## config.mk

```make
export PLATFORM = sky130hd
export DESIGN_NAME = ff_pipe_asyn_clr_en_flat
export DESIGN_NICKNAME = d
export VERILOG_FILES = /design/src/rtl/ff_pipe_asyn_clr_en_if.sv /design/src/rtl/ff_pipe_asyn_clr_en.sv /design/src/flat_wrapper.sv
export SDC_FILE = /design/constraint.sdc
export NUM_CORES = 1
export LEC_CHECK = 0
export CORE_UTILIZATION = 35
export CTS_BUF_LIST = sky130_fd_sc_hd__clkbuf_4
export CTS_CLUSTER_DIAMETER = 120
export DETAILED_ROUTE_END_ITERATION = 16
export GPL_ROUTABILITY_DRIVEN = 0
export PLACE_DENSITY = 0.57
export SYNTH_ARGS = -nofsm -noshare
export SYNTH_HDL_FRONTEND = slang
export SYNTH_SLANG_ARGS = --single-unit
```

## constraint.sdc

```tcl
create_clock -name CLK -period 4.1 [get_ports CLK]
set_input_delay 1.025 -clock CLK [delete_from_list [all_inputs] [get_ports CLK]]
set_output_delay 1.025 -clock CLK [all_outputs]
set_load 0.01 [all_outputs]
```

## src/rtl/ff_pipe_asyn_clr_en_if.sv

```systemverilog
// Handshake and data bundle for the elastic register pipeline.
// slave is the pipeline's view; master is the surrounding logic's view.
interface ff_pipe_asyn_clr_en_if #(
    parameter int S = 12,
    parameter int N = 4
);
    localparam int CW = $clog2(N + 1);

    logic          IN_VALID;
    logic          IN_READY;
    logic [S-1:0]  D;
    logic          OUT_VALID;
    logic          OUT_READY;
    logic [S-1:0]  Q;
    logic [CW-1:0] COUNT;

    modport slave (
        input  IN_VALID,
        input  D,
        input  OUT_READY,
        output IN_READY,
        output OUT_VALID,
        output Q,
        output COUNT
    );

    modport master (
        output IN_VALID,
        output D,
        output OUT_READY,
        input  IN_READY,
        input  OUT_VALID,
        input  Q,
        input  COUNT
    );
endinterface

```

## src/rtl/ff_pipe_asyn_clr_en.sv

```systemverilog
// Elastic N-stage S-bit register pipeline with bubble collapsing; FF_PIPE_FLUSH_EN adds a synchronous FLUSH input.
// Latency N edges at full throughput; OUT_READY low stalls only occupied stages and reaches IN_READY combinationally.
module ff_pipe_asyn_clr_en #(
    parameter int           S       = 12,
    parameter int           N       = 4,
    parameter logic [S-1:0] CLR_VAL = '0
) (
    input  logic CLK,
    input  logic CLR,
    input  logic E,
`ifdef FF_PIPE_FLUSH_EN
    input  logic FLUSH,
`endif
    ff_pipe_asyn_clr_en_if.slave bus
);
    localparam int CW = $clog2(N + 1);

    logic                flush;
    logic [N-1:0]        v_q;
    logic [N-1:0]        v_d;
    logic [N-1:0][S-1:0] d_q;
    logic [N-1:0][S-1:0] d_d;
    logic [CW-1:0]       count_q;
    logic [CW-1:0]       count_d;
    logic [N-1:0]        rdy;
    logic                acc;
    logic                in_ready;
    logic                in_xfer;
    logic                out_xfer;

`ifdef FF_PIPE_FLUSH_EN
    assign flush = FLUSH;
`else
    assign flush = 1'b0;
`endif

    // A stage may load when it or any stage downstream of it has room.
    always_comb begin
        acc = bus.OUT_READY;
        rdy = '0;
        for (int k = N - 1; k >= 0; k--) begin
            acc    = acc | ~v_q[k];
            rdy[k] = acc;
        end
    end

    assign in_ready = E & rdy[0] & ~flush;
    assign in_xfer  = bus.IN_VALID & in_ready;
    assign out_xfer = v_q[N-1] & bus.OUT_READY & E;

    always_comb begin
        v_d     = v_q;
        d_d     = d_q;
        count_d = count_q;
        if (flush) begin
            v_d     = '0;
            count_d = '0;
        end else if (E) begin
            if (rdy[0]) begin
                v_d[0] = bus.IN_VALID;
                if (bus.IN_VALID) begin
                    d_d[0] = bus.D;
                end
            end
            // Data registers only capture real words so Q keeps its last value across bubbles.
            for (int k = 1; k < N; k++) begin
                if (rdy[k]) begin
                    v_d[k] = v_q[k-1];
                    if (v_q[k-1]) begin
                        d_d[k] = d_q[k-1];
                    end
                end
            end
            if (in_xfer && !out_xfer) begin
                count_d = count_q + 1'b1;
            end else if (out_xfer && !in_xfer) begin
                count_d = count_q - 1'b1;
            end
        end
    end

    always_ff @(posedge CLK or posedge CLR) begin
        if (CLR) begin
            v_q     <= '0;
            d_q     <= {N{CLR_VAL}};
            count_q <= '0;
        end else begin
            v_q     <= v_d;
            d_q     <= d_d;
            count_q <= count_d;
        end
    end

    assign bus.IN_READY  = in_ready;
    assign bus.OUT_VALID = v_q[N-1];
    assign bus.Q         = d_q[N-1];
    assign bus.COUNT     = count_q;
endmodule
```

## src/flat_wrapper.sv

```systemverilog
// flat-port wrapper written by rule: the top's interface ports become plain ports
module ff_pipe_asyn_clr_en_flat 
#(
    parameter int           S       = 12,
    parameter int           N       = 4,
    parameter logic [S-1:0] CLR_VAL = '0
)
  (CLK, CLR, E, bus_IN_VALID, bus_D, bus_OUT_READY, bus_IN_READY, bus_OUT_VALID, bus_Q, bus_COUNT);
  ff_pipe_asyn_clr_en_if #(.S(S), .N(N)) bus_i ();
  input  logic CLK;
  input  logic CLR;
  input  logic E;
  input wire logic [$bits(bus_i.IN_VALID)-1:0] bus_IN_VALID;
  input wire logic [$bits(bus_i.D)-1:0] bus_D;
  input wire logic [$bits(bus_i.OUT_READY)-1:0] bus_OUT_READY;
  output wire logic [$bits(bus_i.IN_READY)-1:0] bus_IN_READY;
  output wire logic [$bits(bus_i.OUT_VALID)-1:0] bus_OUT_VALID;
  output wire logic [$bits(bus_i.Q)-1:0] bus_Q;
  output wire logic [$bits(bus_i.COUNT)-1:0] bus_COUNT;
  assign bus_i.IN_VALID = bus_IN_VALID;
  assign bus_i.D = bus_D;
  assign bus_i.OUT_READY = bus_OUT_READY;
  assign bus_IN_READY = bus_i.IN_READY;
  assign bus_OUT_VALID = bus_i.OUT_VALID;
  assign bus_Q = bus_i.Q;
  assign bus_COUNT = bus_i.COUNT;
  ff_pipe_asyn_clr_en #(.S(S), .N(N), .CLR_VAL(CLR_VAL)) u_core (.CLK(CLK), .CLR(CLR), .E(E), .bus(bus_i));
endmodule
```

* After elaboration in Yosys (flattened, before gate mapping)
Cells that the tools add are included.
Word-level totals: bits in registers 55, output and inout port bits 17, input port bits 17
Operators by class: bitwise gates (word level) 12, mux-type cells 2, $add $sub $neg 2, reduce and logical (&&, ||, !) cells 14
Operators by type and width (count):
- 3-bit AND reduction | 4
- 2-bit AND reduction | 5
- 3-bit 2-to-1 mux | 2
- 1-bit bitwise AND | 4
- 1-bit inverter | 4
- 1-bit OR | 4
- 3-bit by 1-bit adder with 3-bit output, second input constant | 1
- 3-bit by 1-bit subtractor with 3-bit output, second input constant | 1
- 1-bit logical AND | 2
- 1-bit zero test | 2
- 2-bit nonzero test | 1

* Depth between registers and ports, before layout
Gate-level depths: netlist of run 1.
word-level depth 11, mapped depth 9, mapped depth without buffers 8

* Least setup slack after synthesis of run 1
No wires, ideal clock.
path type input to register, start point input bus_OUT_READY, end point register u_core.count_q[2] (netlist: u_core.bus.COUNT[2]), cell stages on the path 9, data arrival time 2.522 ns, path slack 1.454 ns, setup time 0.124 ns, data required time 3.976 ns, cells stage by stage and4b_2 a21oi_4 buf_6 ha_1 inv_1 fa_1 xnor2_1 nand2_1 xnor2_1
On the way: word-level cells in the longest chain between the ends 10
Ends and longest elaborated chain:
- from (decl) | RTL line flat_wrapper.sv:15 | input wire logic [$bits(bus_i.OUT_READY)-1:0] bus_OUT_READY;
- 1-bit OR (4 in series) | RTL line ff_pipe_asyn_clr_en.sv:42 | acc = acc | ~v_q[k];
- 1-bit bitwise AND | RTL line ff_pipe_asyn_clr_en.sv:47 | assign in_ready = E & rdy[0] & ~flush;
- 1-bit bitwise AND | RTL line ff_pipe_asyn_clr_en.sv:48 | assign in_xfer = bus.IN_VALID & in_ready;
- 1-bit zero test | RTL line ff_pipe_asyn_clr_en.sv:76 | end else if (out_xfer && !in_xfer) begin
- 1-bit logical AND | RTL line ff_pipe_asyn_clr_en.sv:76
- 2-bit nonzero test (no line)
- 2-bit AND reduction (no line)
- to (signal assigned) | RTL line ff_pipe_asyn_clr_en.sv:90 | count_q <= count_d;
- to (decl) | RTL line ff_pipe_asyn_clr_en.sv:23 | logic [CW-1:0] count_q;
Parallel ways exist; a longest one is shown, timed or not. A chain may end at the register's enable or synchronous reset.

* Worst setup path after layout of run 1
start point input bus_OUT_READY, end point output bus_IN_READY
On the way: word-level cells in the longest chain between the ends 5
Ends and longest elaborated chain:
- 1-bit OR (4 in series) | RTL line ff_pipe_asyn_clr_en.sv:42
- 1-bit bitwise AND | RTL line ff_pipe_asyn_clr_en.sv:47
- to (decl) | RTL line flat_wrapper.sv:16 | output wire logic [$bits(bus_i.IN_READY)-1:0] bus_IN_READY;
No other way between the ends.

==> run metrics, run 1 <==
# rows=29; die height=around 83 um; Sequential Power Share=53.7%; WHS Path Cells=1; worst vdd ir=0.0002174 V; Worst-path clk slew=0.14 ns; Avg WL per Cell=15.92 um; Final min period=3.656 ns; Worst EP arrival=2.63 ns; FFs w/ async S/R, synth=between 90% and 100%; area grow syn2layout=15.19%; Slew @ Worst Pin=around 1.1 ns; fin. max-slew vios=0; worst-path fanout max=7; Synth Net Count=169; Starting Density=36.36%; TritonCTS clock tree=done; Iter 0 DRT Violations=47; first-pass GRT wire length=about 6.7 mm; Clk Latency, worst-skew pair=0.38 ns; WS Path Type=primary input to primary output; RSZ-0062 raised after global routing=no; leak pwr=1.142 nW; routed wire length=about 4 mm; switching power=0.0004524 W; clk sinks=55; Worst Setup End Kind=primary output; Port Buffer Count=33; worst reg2reg setup slack=2.02 ns; Rel. slew slack=25.37%; EDFF count, synth=0; Slowest-stage cell, CP=clkdlybuf4s50_1; clock skew=0.02021 ns; register area share after synthesis=59.27%; Placeable Area=6386 sq um; post-DP HPWL=2.673 mm; Resize count post-CTS=0; WP buf/inv=2; max incr delay on CP=0.58 ns; initial antenna violation count=0; Clock Power Share=14.7%; Reg2Reg Launch Point=u_core.v_q[3]$_DFFE_PP0P_; IO Pins=34; Max Cap Violations=0; fmax=273.5 MHz; cell internal pwr=0.001135 W; Fin. Hold Viols=0; vias=1211; Reg2Reg Capture Point=u_core.bus.COUNT[2]$_DFFE_PP0P_; critical path depth=4; hold endpoint=u_core.bus.COUNT[2]$_DFFE_PP0P_; worst hold path class=flop to flop; DRT antenna net count=0; Final Net Count=~190; CP top delay family=buffers and inverters; crit-path cells=clkdlybuf4s50_1 > and4b_2 > a21boi_0 > clkdlybuf4s50_1; area of the multi-input gates=between 700 and 800 sq um; mean post-synth cell area=approximately 15 sq um; count of cell types in the netlist=25; Post-CTS Setup Repair Bufs=0; Hold Crit Start=u_core.bus.COUNT[2]$_DFFE_PP0P_; Synth Instances=150; worst slack, placed=0.4561 ns; most frequent cells in the layout=dfrtp_1 (55), mux2_2 (40), clkdlybuf4s50_1 (33); reg2reg path depth=8; Comb pwr share=31.5%; CTS buffer count=5; clock tree buffer depth=2; Switching Share=about 28%; layout cell share with drive strength beyond 1=36.57%; most common cell after layout, fill and taps aside=dfrtp_1; Synth Register Bits=55; DRT Pass-1 Iters=4; fin crit share=between 80 and 90%; CTS root buffer=clkbuf_4; CP most frequent cell=clkdlybuf4s50_1; cts hold-fix bufs=0; Power Total=0.001588 W; P per Cell Area=593.5 nW/um^2; largest net degree at the start of global routing=56; H-tree Lvls=2; synthesized area=roughly 2300 sq um; DRC Markers=0; antenna diode count=0; CP startpoint kind=primary input; GR Util All Layers=approximately 12%; outcome=finished clean; total negative slack=0 ns; fillcell total=roughly 610; vias in the first global route=1344; PnR worst setup slack=0.4441 ns; total grt overflow=0; die area=between 6000 and 7000 sq um; Ys Warns=0; DIE WIDTH=83.46 um; number of vias per cell=4.806; Finish-stage setup viols=0; WP data required=3.07 ns; Post-synth top flop=dfrtp_1; Reg area=approximately 1400 sq um
cells by family (layout without fill, tap and decap cells):
group                      count (synthesis)  after routing  synth area share (%)
DFF                                       55             55                 59.27
muxes                                     49             49                 25.22
buffers and inverters                     22             47                 7.219
and+or+nand+nor                           10             10                 2.425
AOI/OAI and AO/OA                          9              9                 3.341
xor gates and xnor gates                   3              3                 1.132
adders and majority gates                  2              2                 1.401
worst max path at each step:
stage                  start  slack [ns]                              end
4_1_cts        bus_OUT_READY        0.44                     bus_IN_READY
6_report       bus_OUT_READY        0.44                     bus_IN_READY
3_5_place_dp   bus_OUT_READY        0.46                     bus_IN_READY
3_3_place_gp   bus_OUT_READY        0.50                     bus_IN_READY
2_1_floorplan  bus_OUT_READY        1.45  u_core.bus.COUNT[2]$_DFFE_PP0P_
5_1_grt        bus_OUT_READY        0.38                     bus_IN_READY
area by class of cell:
type,count,share of cell area [%]
Sequential cell,55,51.45
Multi-Input combinational cell,73,29.33
Timing Repair Buffer,35,12.91
Tap cell,77,3.601
Clock buffer,5,1.403
Clock inverter,3,0.7484
Inverter,4,0.5613
per-layer routing:
metal	part of all wire [%]	vias to the layer above	track usage [%]	wire, um
li1	-	551	-	-
met1	46	621	16.66	1850
met2	48	31	19.90	1938
met3	4.2	8	3.066	167
met4	1.4	0	4.314	56
met5	0	-	0	0
metrics by stage:
step	area [sq um]	std cells	hold slack [ns]	utilization [%]
2_1_floorplan	2322	150	0.4749	-
6_report	2675	252	0.4881	41.89
3_3_place_gp	2618	244	0.4616	40.99
3_5_place_dp	2618	244	0.4676	40.99
4_1_cts	2675	252	0.4925	41.89
5_1_grt	2675	252	0.5303	41.89
synthesized netlist by cell type, types with 2 or more instances:
cell type	n	area share, %
a22o_1	3	1.1
buf_4	14	4.5
buf_6	2	0.97
dfrtp_1	55	59
inv_1	4	0.65
mux2_2	40	19
mux2_4	9	5.8
nand2_1	5	0.81
xnor2_1	2	0.75
sequential cells by signal, indices dropped and copies added (netlist names):
name / count
u_core.bus.Q: 12
u_core.v_q: 4
u_core.d_q: 36
u_core.bus.COUNT: 3
power groups by stage:
stage	Clock [W]	Combinational (W)	Sequential, W
6_report	0.000234	0.000501	0.000853
5_1_grt	0.000271	0.000542	0.000881
4_1_cts	0.000247	0.000511	0.000858
3_5_place_dp	0	0.000509	0.000870
3_3_place_gp	0	0.000487	0.000853
2_1_floorplan	0	0.000375	0.000837
Note: power is estimated with default switching activity, not from simulation.
==> run 2: changes to the inputs <==
Settings changed: DONT_BUFFER_PORTS set to 1, PLACE_DENSITY 0.57 to 0.5.
==> run 2 against run 1 <==
Net effect:
- core utilization shrank 5.5 points
- critical path depth fell by 2
- non-clock buffer count down 34
- clock-buffer cell count stayed put
- final area is 13% lower
- final cell count fell by 14%
- clock skew decreased by 0.010 ns
- combinational power is 44% lower
- first-iteration DRC count down 11%
==> run metrics, run 2 (same netlist as run 1, synthesis figures left out) <==
worst-path fanout max=7 (unchanged); first-pass GRT wire length=6.334 mm (-5.3%); worst reg2reg setup slack=1.65 ns (-0.37 ns); cts hold-fix bufs=0 (unchanged); fillcell total=614 (+1.2%); Clk Latency, worst-skew pair=0.37 ns (about the same); worst hold slack=0.5194 ns (+0.03132 ns); IO Pins=34 (unchanged); Avg WL per Cell=17.42 um (+9.5%); post-DP HPWL=2.406 mm (-10%); Final Net Count=159 (-18%); # rows=29 (unchanged); area grow syn2layout=0.1078%; clock skew=0.01022 ns (-0.009985 ns); Resize count post-CTS=0 (unchanged); layout cell share with drive strength beyond 1=43.88% (+7.3 points); antenna diode count=0 (unchanged); DP Cell Count=210 (-14%); DRT antenna net count=0 (unchanged); most common cell after layout, fill and taps aside=dfrtp_1; WP buf/inv=0 (-2); DRT Pass-1 Iters=3 (-1); RSZ-0062 raised after global routing=no; Fin. Hold Viols=0 (unchanged); Slew @ Worst Pin=1.159 ns (+0.04168 ns); Final min period=2.635 ns (-1.021 ns); Starting Density=36.36% (unchanged); DIE WIDTH=83.46 um (unchanged); CTS root buffer=clkbuf_4; WP data required=3.07 ns (about the same); CP top delay family=compound AO/OA/AOI/OAI gates; Slowest-stage cell, CP=a21boi_0; worst vdd ir=0.0002162 V (-0.55%); Largest Register=u_core.d_q; routed wire length=3.763 mm (-6.2%); vias=1071 (-12%); vias in the first global route=1200 (-11%); Post-CTS Setup Repair Bufs=0 (unchanged); crit-path cells=and4b_2 > a21boi_0; Finish-stage setup viols=0 (unchanged); worst hold path class=flop to flop; fin crit share=64.26% (-25 points); number of vias per cell=4.958 (+3.2%); Worst-path clk slew=0.14 ns (about the same); clk sinks=55 (unchanged); Worst EP arrival=1.61 ns (-1.02 ns); DRC Markers=0 (unchanged); max incr delay on CP=0.36 ns (-0.22 ns); Iter 0 DRT Violations=42 (-11%); fin. max-slew vios=0 (unchanged); total grt overflow=0 (unchanged); Placeable Area=6386 sq um (unchanged); Max Cap Violations=0 (unchanged); CP startpoint kind=primary input; fmax=379.5 MHz (+39%); P per Cell Area=603.3 nW/um^2 (+1.7%); Worst Setup End Kind=primary output; Rel. slew slack=22.70% (-2.7 points); CTS buffer count=5 (unchanged); H-tree Lvls=2 (unchanged); outcome=finished clean; leak pwr=1.005 nW (-12%); largest net degree at the start of global routing=56 (unchanged); initial antenna violation count=0 (unchanged); clock tree buffer depth=2 (unchanged); most frequent cells in the layout=dfrtp_1 (55), mux2_2 (40), mux2_4 (9); TritonCTS clock tree=done; WS Path Type=primary input to primary output; die height=83.46 um (unchanged); Port Buffer Count=0 (-100%); total negative slack=0 ns (unchanged); Core Util, Final=36.40% (-5.5 points); die area=6965 sq um (unchanged); Power Total=0.001403 W (-12%); GR Util All Layers=11.94% (-0.52 points); Layout Cells excl Fill=216 (-14%); max reg flops=36 (unchanged)
==> run 2: final cells by class <==
class	count	area (sq um)	area share [%]
multi-input cells	73	784.5	33.75
clock buffers	5	37.54	1.615
flip-flops and latches	55	1376	59.20
clock inverters	1	7.507	0.3229
inverters	4	15.01	0.6459
repair buffers	1	7.507	0.3229
well taps	77	96.34	4.144
==> run 2: per-layer routing <==
metal | vias to the layer above | part of all wire, % | wire, um | track usage [%]
met2 | 25 | 48 | 1797 | 19.15
li1 | 481 | - | - | -
met1 | 563 | 47 | 1756 | 15.12
met5 | - | 0 | 0 | 0
met4 | 0 | 0.66 | 25 | 3.698
met3 | 2 | 4.9 | 183 | 4.352
==> run 2: final timing paths <==
check / startpoint / to / cells past startpoint
max reg2reg: u_core.v_q[3]$_DFFE_PP0P_ / u_core.bus.COUNT[2]$_DFFE_PP0P_ / 8
max: bus_OUT_READY / bus_IN_READY / 2
min reg2reg: u_core.d_q[5]$_DFFE_PP0P_ / u_core.d_q[17]$_DFFE_PP0P_ / 1
min: u_core.d_q[5]$_DFFE_PP0P_ / u_core.d_q[17]$_DFFE_PP0P_ / 1
max in group asynchronous: CLR / u_core.d_q[3]$_DFFE_PP0P_ / 1
min in group asynchronous: CLR / u_core.bus.Q[3]$_DFFE_PP0P_ / 1
==> run 2: power by group <==
part	leakage, nW	total, W	switching, W	internal (W)
sequential	0.656	0.000898	0.000161	0.000737
clock	0.0232	0.000224	0.000163	0.0000609
combinational	0.326	0.000280	0.0000889	0.000191
==> run 2: per-stage QoR <==
stage          worst slack [ns]  area (sq um)
3_5_place_dp              1.129          2280
2_1_floorplan             1.454          2322
6_report                  1.465          2325
3_3_place_gp              1.224          2280
5_1_grt                   1.425          2325
4_1_cts                   1.466          2325
